File: src/rtl/vdg_pkg.sv
// rtl/vdg_pkg.sv - shared VDG constants, line geometry type and mode geometry lookup
package vdg_pkg;

  localparam int VDG_ADDR_W = 13;

  // Bytes fetched per display line and how many scan lines repeat each row
  typedef struct packed {
    logic [5:0] bytes;
    logic [3:0] reps;
  } geom_t;

  localparam logic [5:0] B_NARROW = 6'd16;
  localparam logic [5:0] B_WIDE   = 6'd32;

  localparam logic [3:0] R_ALPHA  = 4'd12;
  localparam logic [3:0] R_TRIPLE = 4'd3;
  localparam logic [3:0] R_DOUBLE = 4'd2;
  localparam logic [3:0] R_SINGLE = 4'd1;

  localparam logic [3:0] ALPHA_ROW_LAST = 4'd11;

  localparam geom_t GEOM_ALPHA = '{bytes: B_WIDE, reps: R_ALPHA};

  function automatic geom_t mode_geometry(input logic ang, input logic [2:0] gm);
    geom_t g;
    if (!ang) begin
      g = GEOM_ALPHA;
    end else begin
      case (gm)
        3'd0, 3'd1: g = '{bytes: B_NARROW, reps: R_TRIPLE};
        3'd2:       g = '{bytes: B_WIDE,   reps: R_TRIPLE};
        3'd3:       g = '{bytes: B_NARROW, reps: R_DOUBLE};
        3'd4:       g = '{bytes: B_WIDE,   reps: R_DOUBLE};
        3'd5:       g = '{bytes: B_NARROW, reps: R_SINGLE};
        default:    g = '{bytes: B_WIDE,   reps: R_SINGLE};
      endcase
    end
    return g;
  endfunction

endpackage

File: src/rtl/line_edge_detect.sv
// rtl/line_edge_detect.sv - registered falling-edge pulse of the active-low line sync
module line_edge_detect (
  input  logic clk,
  input  logic rst,
  input  logic hsn,
  output logic boundary
);

  logic sync1_q, sync1_d;
  logic sync2_q, sync2_d;

  always_comb begin
    sync1_d  = hsn;
    sync2_d  = sync1_q;
    // Pulse lands one cycle after hsn is first sampled low
    boundary = sync2_q & ~sync1_q;
  end

  // Idle level is high so a reset never looks like a falling edge
  always_ff @(posedge clk or posedge rst) begin
    if (rst) begin
      sync1_q <= 1'b1;
      sync2_q <= 1'b1;
    end else begin
      sync1_q <= sync1_d;
      sync2_q <= sync2_d;
    end
  end

endmodule

File: src/rtl/video_address_gen.sv
// rtl/video_address_gen.sv - display byte address, character row and row preset generator
module video_address_gen
  import vdg_pkg::*;
#(
  parameter int ADDR_W = VDG_ADDR_W
) (
  input  logic              clk,
  input  logic              reset,
  input  logic              fsn,
  input  logic              hsn,
  input  logic              preload,
  input  logic              ang,
  input  logic [2:0]        gm,
  output logic [ADDR_W-1:0] da,
  output logic [3:0]        alpha_row,
  output logic              rp
);

  logic [ADDR_W-1:0] da_q, da_d;
  logic [ADDR_W-1:0] row_base_q, row_base_d;
  logic [5:0]        byte_cnt_q, byte_cnt_d;
  logic [3:0]        rep_cnt_q, rep_cnt_d;
  logic [3:0]        alpha_row_q, alpha_row_d;
  logic              rp_q, rp_d;
  geom_t             geom_q, geom_d;
  logic              alpha_mode_q, alpha_mode_d;

  logic              boundary;
  geom_t             geom_now;
  logic [ADDR_W-1:0] row_next;

  line_edge_detect u_line_edge_detect (
    .clk      (clk),
    .rst      (reset),
    .hsn      (hsn),
    .boundary (boundary)
  );

  always_comb begin
    da_d         = da_q;
    row_base_d   = row_base_q;
    byte_cnt_d   = byte_cnt_q;
    rep_cnt_d    = rep_cnt_q;
    alpha_row_d  = alpha_row_q;
    rp_d         = 1'b0;
    geom_d       = geom_q;
    alpha_mode_d = alpha_mode_q;

    geom_now = mode_geometry(ang, gm);
    row_next = row_base_q + ADDR_W'(geom_q.bytes);

    if (!fsn) begin
      da_d         = '0;
      row_base_d   = '0;
      byte_cnt_d   = '0;
      rep_cnt_d    = '0;
      alpha_row_d  = '0;
      geom_d       = geom_now;
      alpha_mode_d = ~ang;
    end else if (boundary) begin
      // Geometry of the line just finished drives this update; the new one applies next line
      geom_d       = geom_now;
      alpha_mode_d = ~ang;
      if (byte_cnt_q != 6'd0) begin
        byte_cnt_d = '0;
        if (rep_cnt_q < geom_q.reps - 4'd1) begin
          da_d      = row_base_q;
          rep_cnt_d = rep_cnt_q + 4'd1;
        end else begin
          row_base_d = row_next;
          da_d       = row_next;
          rep_cnt_d  = '0;
        end
        if (alpha_mode_q) begin
          if (alpha_row_q == ALPHA_ROW_LAST) begin
            alpha_row_d = '0;
            rp_d        = 1'b1;
          end else begin
            alpha_row_d = alpha_row_q + 4'd1;
          end
        end
      end
    end else if (preload && (byte_cnt_q < geom_q.bytes)) begin
      da_d       = da_q + ADDR_W'(1);
      byte_cnt_d = byte_cnt_q + 6'd1;
    end
  end

  always_ff @(posedge clk or posedge reset) begin
    if (reset) begin
      da_q         <= '0;
      row_base_q   <= '0;
      byte_cnt_q   <= '0;
      rep_cnt_q    <= '0;
      alpha_row_q  <= '0;
      rp_q         <= 1'b0;
      geom_q       <= GEOM_ALPHA;
      alpha_mode_q <= 1'b1;
    end else begin
      da_q         <= da_d;
      row_base_q   <= row_base_d;
      byte_cnt_q   <= byte_cnt_d;
      rep_cnt_q    <= rep_cnt_d;
      alpha_row_q  <= alpha_row_d;
      rp_q         <= rp_d;
      geom_q       <= geom_d;
      alpha_mode_q <= alpha_mode_d;
    end
  end

  assign da        = da_q;
  assign alpha_row = alpha_row_q;
  assign rp        = rp_q;

endmodule

File: config.mk
export PLATFORM = sky130hd
export DESIGN_NAME = video_address_gen
export DESIGN_NICKNAME = d
export VERILOG_FILES = /design/src/rtl/vdg_pkg.sv /design/src/rtl/line_edge_detect.sv /design/src/rtl/video_address_gen.sv
export SDC_FILE = /design/constraint.sdc
export NUM_CORES = 1
export LEC_CHECK = 0
export ABC_AREA = 1
export BUFFER_PORTS_ARGS = -buffer_cell sky130_fd_sc_hd__buf_4
export CAP_MARGIN = 20
export CELL_PAD_IN_SITES_DETAIL_PLACEMENT = 0
export CELL_PAD_IN_SITES_GLOBAL_PLACEMENT = 1
export CORE_MARGIN = 3
export CORE_UTILIZATION = 45
export CTS_BUF_LIST = sky130_fd_sc_hd__clkbuf_2 sky130_fd_sc_hd__clkbuf_4 sky130_fd_sc_hd__clkbuf_8
export CTS_CLUSTER_DIAMETER = 120
export DETAILED_ROUTE_END_ITERATION = 8
export GPL_TIMING_DRIVEN = 0
export PLACE_DENSITY = 0.84
export RECOVER_POWER = 50
export SLEW_MARGIN = 20
export SYNTH_ARGS = -nofsm -noshare
export SYNTH_HDL_FRONTEND = slang
export SYNTH_SLANG_ARGS = --single-unit
File: constraint.sdc
create_clock -name clk -period 2.3 [get_ports clk]
set_input_delay 0.46 -clock clk [delete_from_list [all_inputs] [get_ports clk]]
set_output_delay 0.46 -clock clk [all_outputs]
set_load 0.01 [all_outputs]
==> flow_summary.yaml <==
run_status:
  status: "completed"
pwr:
  internal-power_mw: 1.28
  switching_share: 0.320
  p_sw_mw: 0.602
  seq_power_share: 0.491
  power.share.clock: 0.286
  share_comb_of_total_power: 0.223
  ir_drop_uv: 381
  power_leakage_nw: 1.60
  powerDensity_nw_per_um2: 600
worst_hold_path:
  min_path_type: "in2async"
timing:
  tightestPinTransition_ns: 1.22
  max_freq_ghz: 0.478
  max_slew_margin: 0.187
  final_hold_viol_count: 0
  setup_tns_ns: 0
  period_share: 0.910
  slew_viol_final: 0
  timing.hold.ws_ns: 0.265
  finalClockSkew_ns: 0.00748
  rsz0062_at_grt: "false"
  setup_viol: 0
  min_period_ns: 2.09
  fin_ws_ns: 0.208
global_route:
  grt.total_usage: 0.191
  grt.overflow.total: 0
  antenna_found_initial: 0
  grt.busiest_layer: "met2"
  met1_usage: 0.260
  grt_pass1_wl_mm: 11.1
  grt_use_met3: 0.0353
  grt_pass1_vias: 2433
  grt_util_met2: 0.316
  grt_max_degree: 28
detailed_routing:
  drcViolationCount: 0
  routed_wl_mm: 6.25
  ant_nets: 0
  firstDrtPassIters: 4
  viasPerCell: 5.07
  drt_iter0_drc: 141
  detail_route.wl_per_cell_um: 12.9
  via_count: 2452
setup_path:
  cp_top_family: "compound AO/OA/AOI/OAI gates"
  path_buf_inv: 0
  required_ns: 2.50
  cp.arrival_ns: 2.30
  crit_path_max_incr_delay_ns: 0.61
  crit_fanout: 6
  cp-end-kind: "flop"
  cp_slowest_cell: "dfstp_2"
  crit_chain: "a21oi_1, ha_1, a21oi_2, a21boi_1, nand2_1, nand2_1, nand2_1, nand2_1, nand2_1"
  worstSetupPathType: "reg2reg"
  worstSetupStartpointType: "flop"
  timing.critical_path.mode_cell: "nand2_1"
die:
  die_h_um: 84.4
  rows: 27
  fp.dieW_um: 84.4
  die_area_um2: 7120
  pin_count: 27
  core_area_um2: 5710
  initial_core_util: 0.485
flow_run:
  drv_cap: 0
clocking:
  cts_tree: "built"
  cts_buffer_depth: 2
  clock_latency_ns: 0.30
  htree_levels: 2
  postCtsHoldBufs: 0
  cts_buffers: 5
  clkSinkCount: 44
  clkSlewWorstSetupHoldPaths_ns: 0.09
  cts-root-buf: "clkbuf_8"
  postCtsSetupBuffers: 0
logic_synthesis:
  synth_cell_type_count: 31
  ys_warn_count: 0
  synth_area_per_cell_um2: 7.34
  syn_area_um2: 2770
  yosys_register_bits: 44
  seq_area_frac_synth: 0.400
  synth_nets: 399
  synth_cells: 377
cells_and_area:
  fillCellCount: 594
  area_growth_pct: 13.4
  drive_above_1_share: 0.121
  finalNetCount: 433
  num_antenna_cells: 0
  utilization: 0.550
  finalNonFillerCells: 484
placement:
  gp_congestion: 0.788
  place_inst: 476
  pre_cts_ws_ns: 0.0836
  port_buffers: 26
  post-dp-hpwl_mm: 4.67
[cell type report]
type                            count  area (um2)  share of cell area
Tap cell                           72        90.1              0.0287
Inverter                           49         184              0.0586
Buffer                              6        37.5              0.0120
Multi-Input combinational cell    278        1430               0.457
Sequential cell                    44        1110               0.352
Clock buffer                        8        97.6              0.0311
Timing Repair Buffer               27         189              0.0602
[power by group through the flow]
stage          clock, mW  sequential [mW]  combinational [mW]
2_1_floorplan          0            0.941               0.262
3_3_place_gp           0            0.938               0.424
3_5_place_dp           0            0.938               0.438
4_1_cts            0.555            0.925               0.440
5_1_grt            0.584            0.939               0.484
6_report           0.539            0.924               0.419
[path summary, 6_finish.rpt]
check                                            from                    endpoint  slack [ns]  cells after the start
max reg2reg                                 geom_q[2]                       da[7]        0.21                      9
max                                         geom_q[2]                       da[7]        0.21                      9
min reg2reg                u_line_edge_detect.sync1_q  u_line_edge_detect.sync2_q        0.40                      0
max in group asynchronous                       reset                rep_cnt_q[0]        0.44                      3
min in group clk                                  hsn  u_line_edge_detect.sync1_q        0.27                      1
min                                             reset                       da[3]        0.26                      2
[cells in the mapped netlist]
cell type  count  area share
nand2_4        1      0.0041
inv_1         45       0.061
buf_4          2      0.0054
a21oi_2        1      0.0032
nor2_1        23       0.031
nand2_2        1      0.0023
o21ai_0       33       0.060
nand3_1       24       0.043
a21boi_0       1      0.0027
nor2_4         2      0.0081
nor3_1         3      0.0054
dfstp_2        4       0.038
inv_2          4      0.0054
nand3_2        2      0.0072
nand4_1       10       0.023
o22ai_1        7       0.016
o21ai_1        1      0.0018
xnor2_1        3      0.0095
ha_1          12       0.054
nand2_1      126        0.17
nand3b_1       3      0.0081
nor3b_1        2      0.0054
dfrtp_1       40        0.36
fa_1           1      0.0072
buf_6          1      0.0041
a22oi_1        1      0.0027
or2_2          3      0.0068
a21oi_1        9       0.016
clkbuf_1       3      0.0041
o21ai_4        1      0.0059
xor2_1         8       0.025
[cell families (layout without fill, tap and decap cells)]
group,count (synthesis),in the layout,synth area share
adder cells (fa/ha/maj),13,13,0.0615
flip-flops,44,44,0.400
AND/OR/NAND/NOR,200,200,0.316
AO/OA/AOI/OAI,54,54,0.108
XOR/XNOR,11,11,0.0348
buffers and inverters,55,90,0.0800
[per-stage QoR]
| step | instance area [um2] | power [mW] |
|---|---|---|
| 2_1_floorplan | 2770 | 1.20 |
| 3_3_place_gp | 3050 | 1.36 |
| 3_5_place_dp | 3070 | 1.38 |
| 4_1_cts | 3170 | 1.92 |
| 5_1_grt | 3140 | 2.01 |
| 6_report | 3140 | 1.88 |
[timing repair]
action,4_1_cts,5_1_grt
setup endpoints to repair,0,9
endpoints found under the hold margin,0,0
gates resized for setup,0,5
[registers in the layout, summed over array words and instances (netlist names)]
register,count
rp,1
rep_cnt_q,4
byte_cnt_q,6
u_line_edge_detect.sync2_q,1
da,13
alpha_row,4
u_line_edge_detect.sync1_q,1
row_base_q,9
geom_q,5
[placed cells by master, fill, tap and decap left out, drive strengths merged]
cell type and count:
nor3b 2, xnor2 3, nor3 3, nand3 26, dfstp 4, nand2 128
a22oi 1, o22ai 7, a21oi 10, fa 1, nand4 10, clkbuf 18
nand3b 3, o21ai 35, a21boi 1, xor2 8, inv 49, buf 22
or2 3, dlymetal6s2s 1, ha 12, nor2 25, dfrtp 40
[routing by layer]
| metal | wire [um] | share of wire |
|---|---|---|
| met5 | 0 | 0 |
| met1 | 3080 | 0.49 |
| met3 | 222 | 0.036 |
| met2 | 2870 | 0.46 |
| met4 | 65 | 0.010 |
[worst reg2reg max path, stage by stage (launching register included)]
cell      delay, ns
dfstp_2        0.61
a21oi_1        0.07
ha_1           0.31
a21oi_2        0.28
a21boi_1       0.36
nand2_1        0.09
nand2_1        0.11
nand2_1        0.07
nand2_1        0.08
nand2_1        0.05
Note: power is estimated with default switching activity, not from simulation.
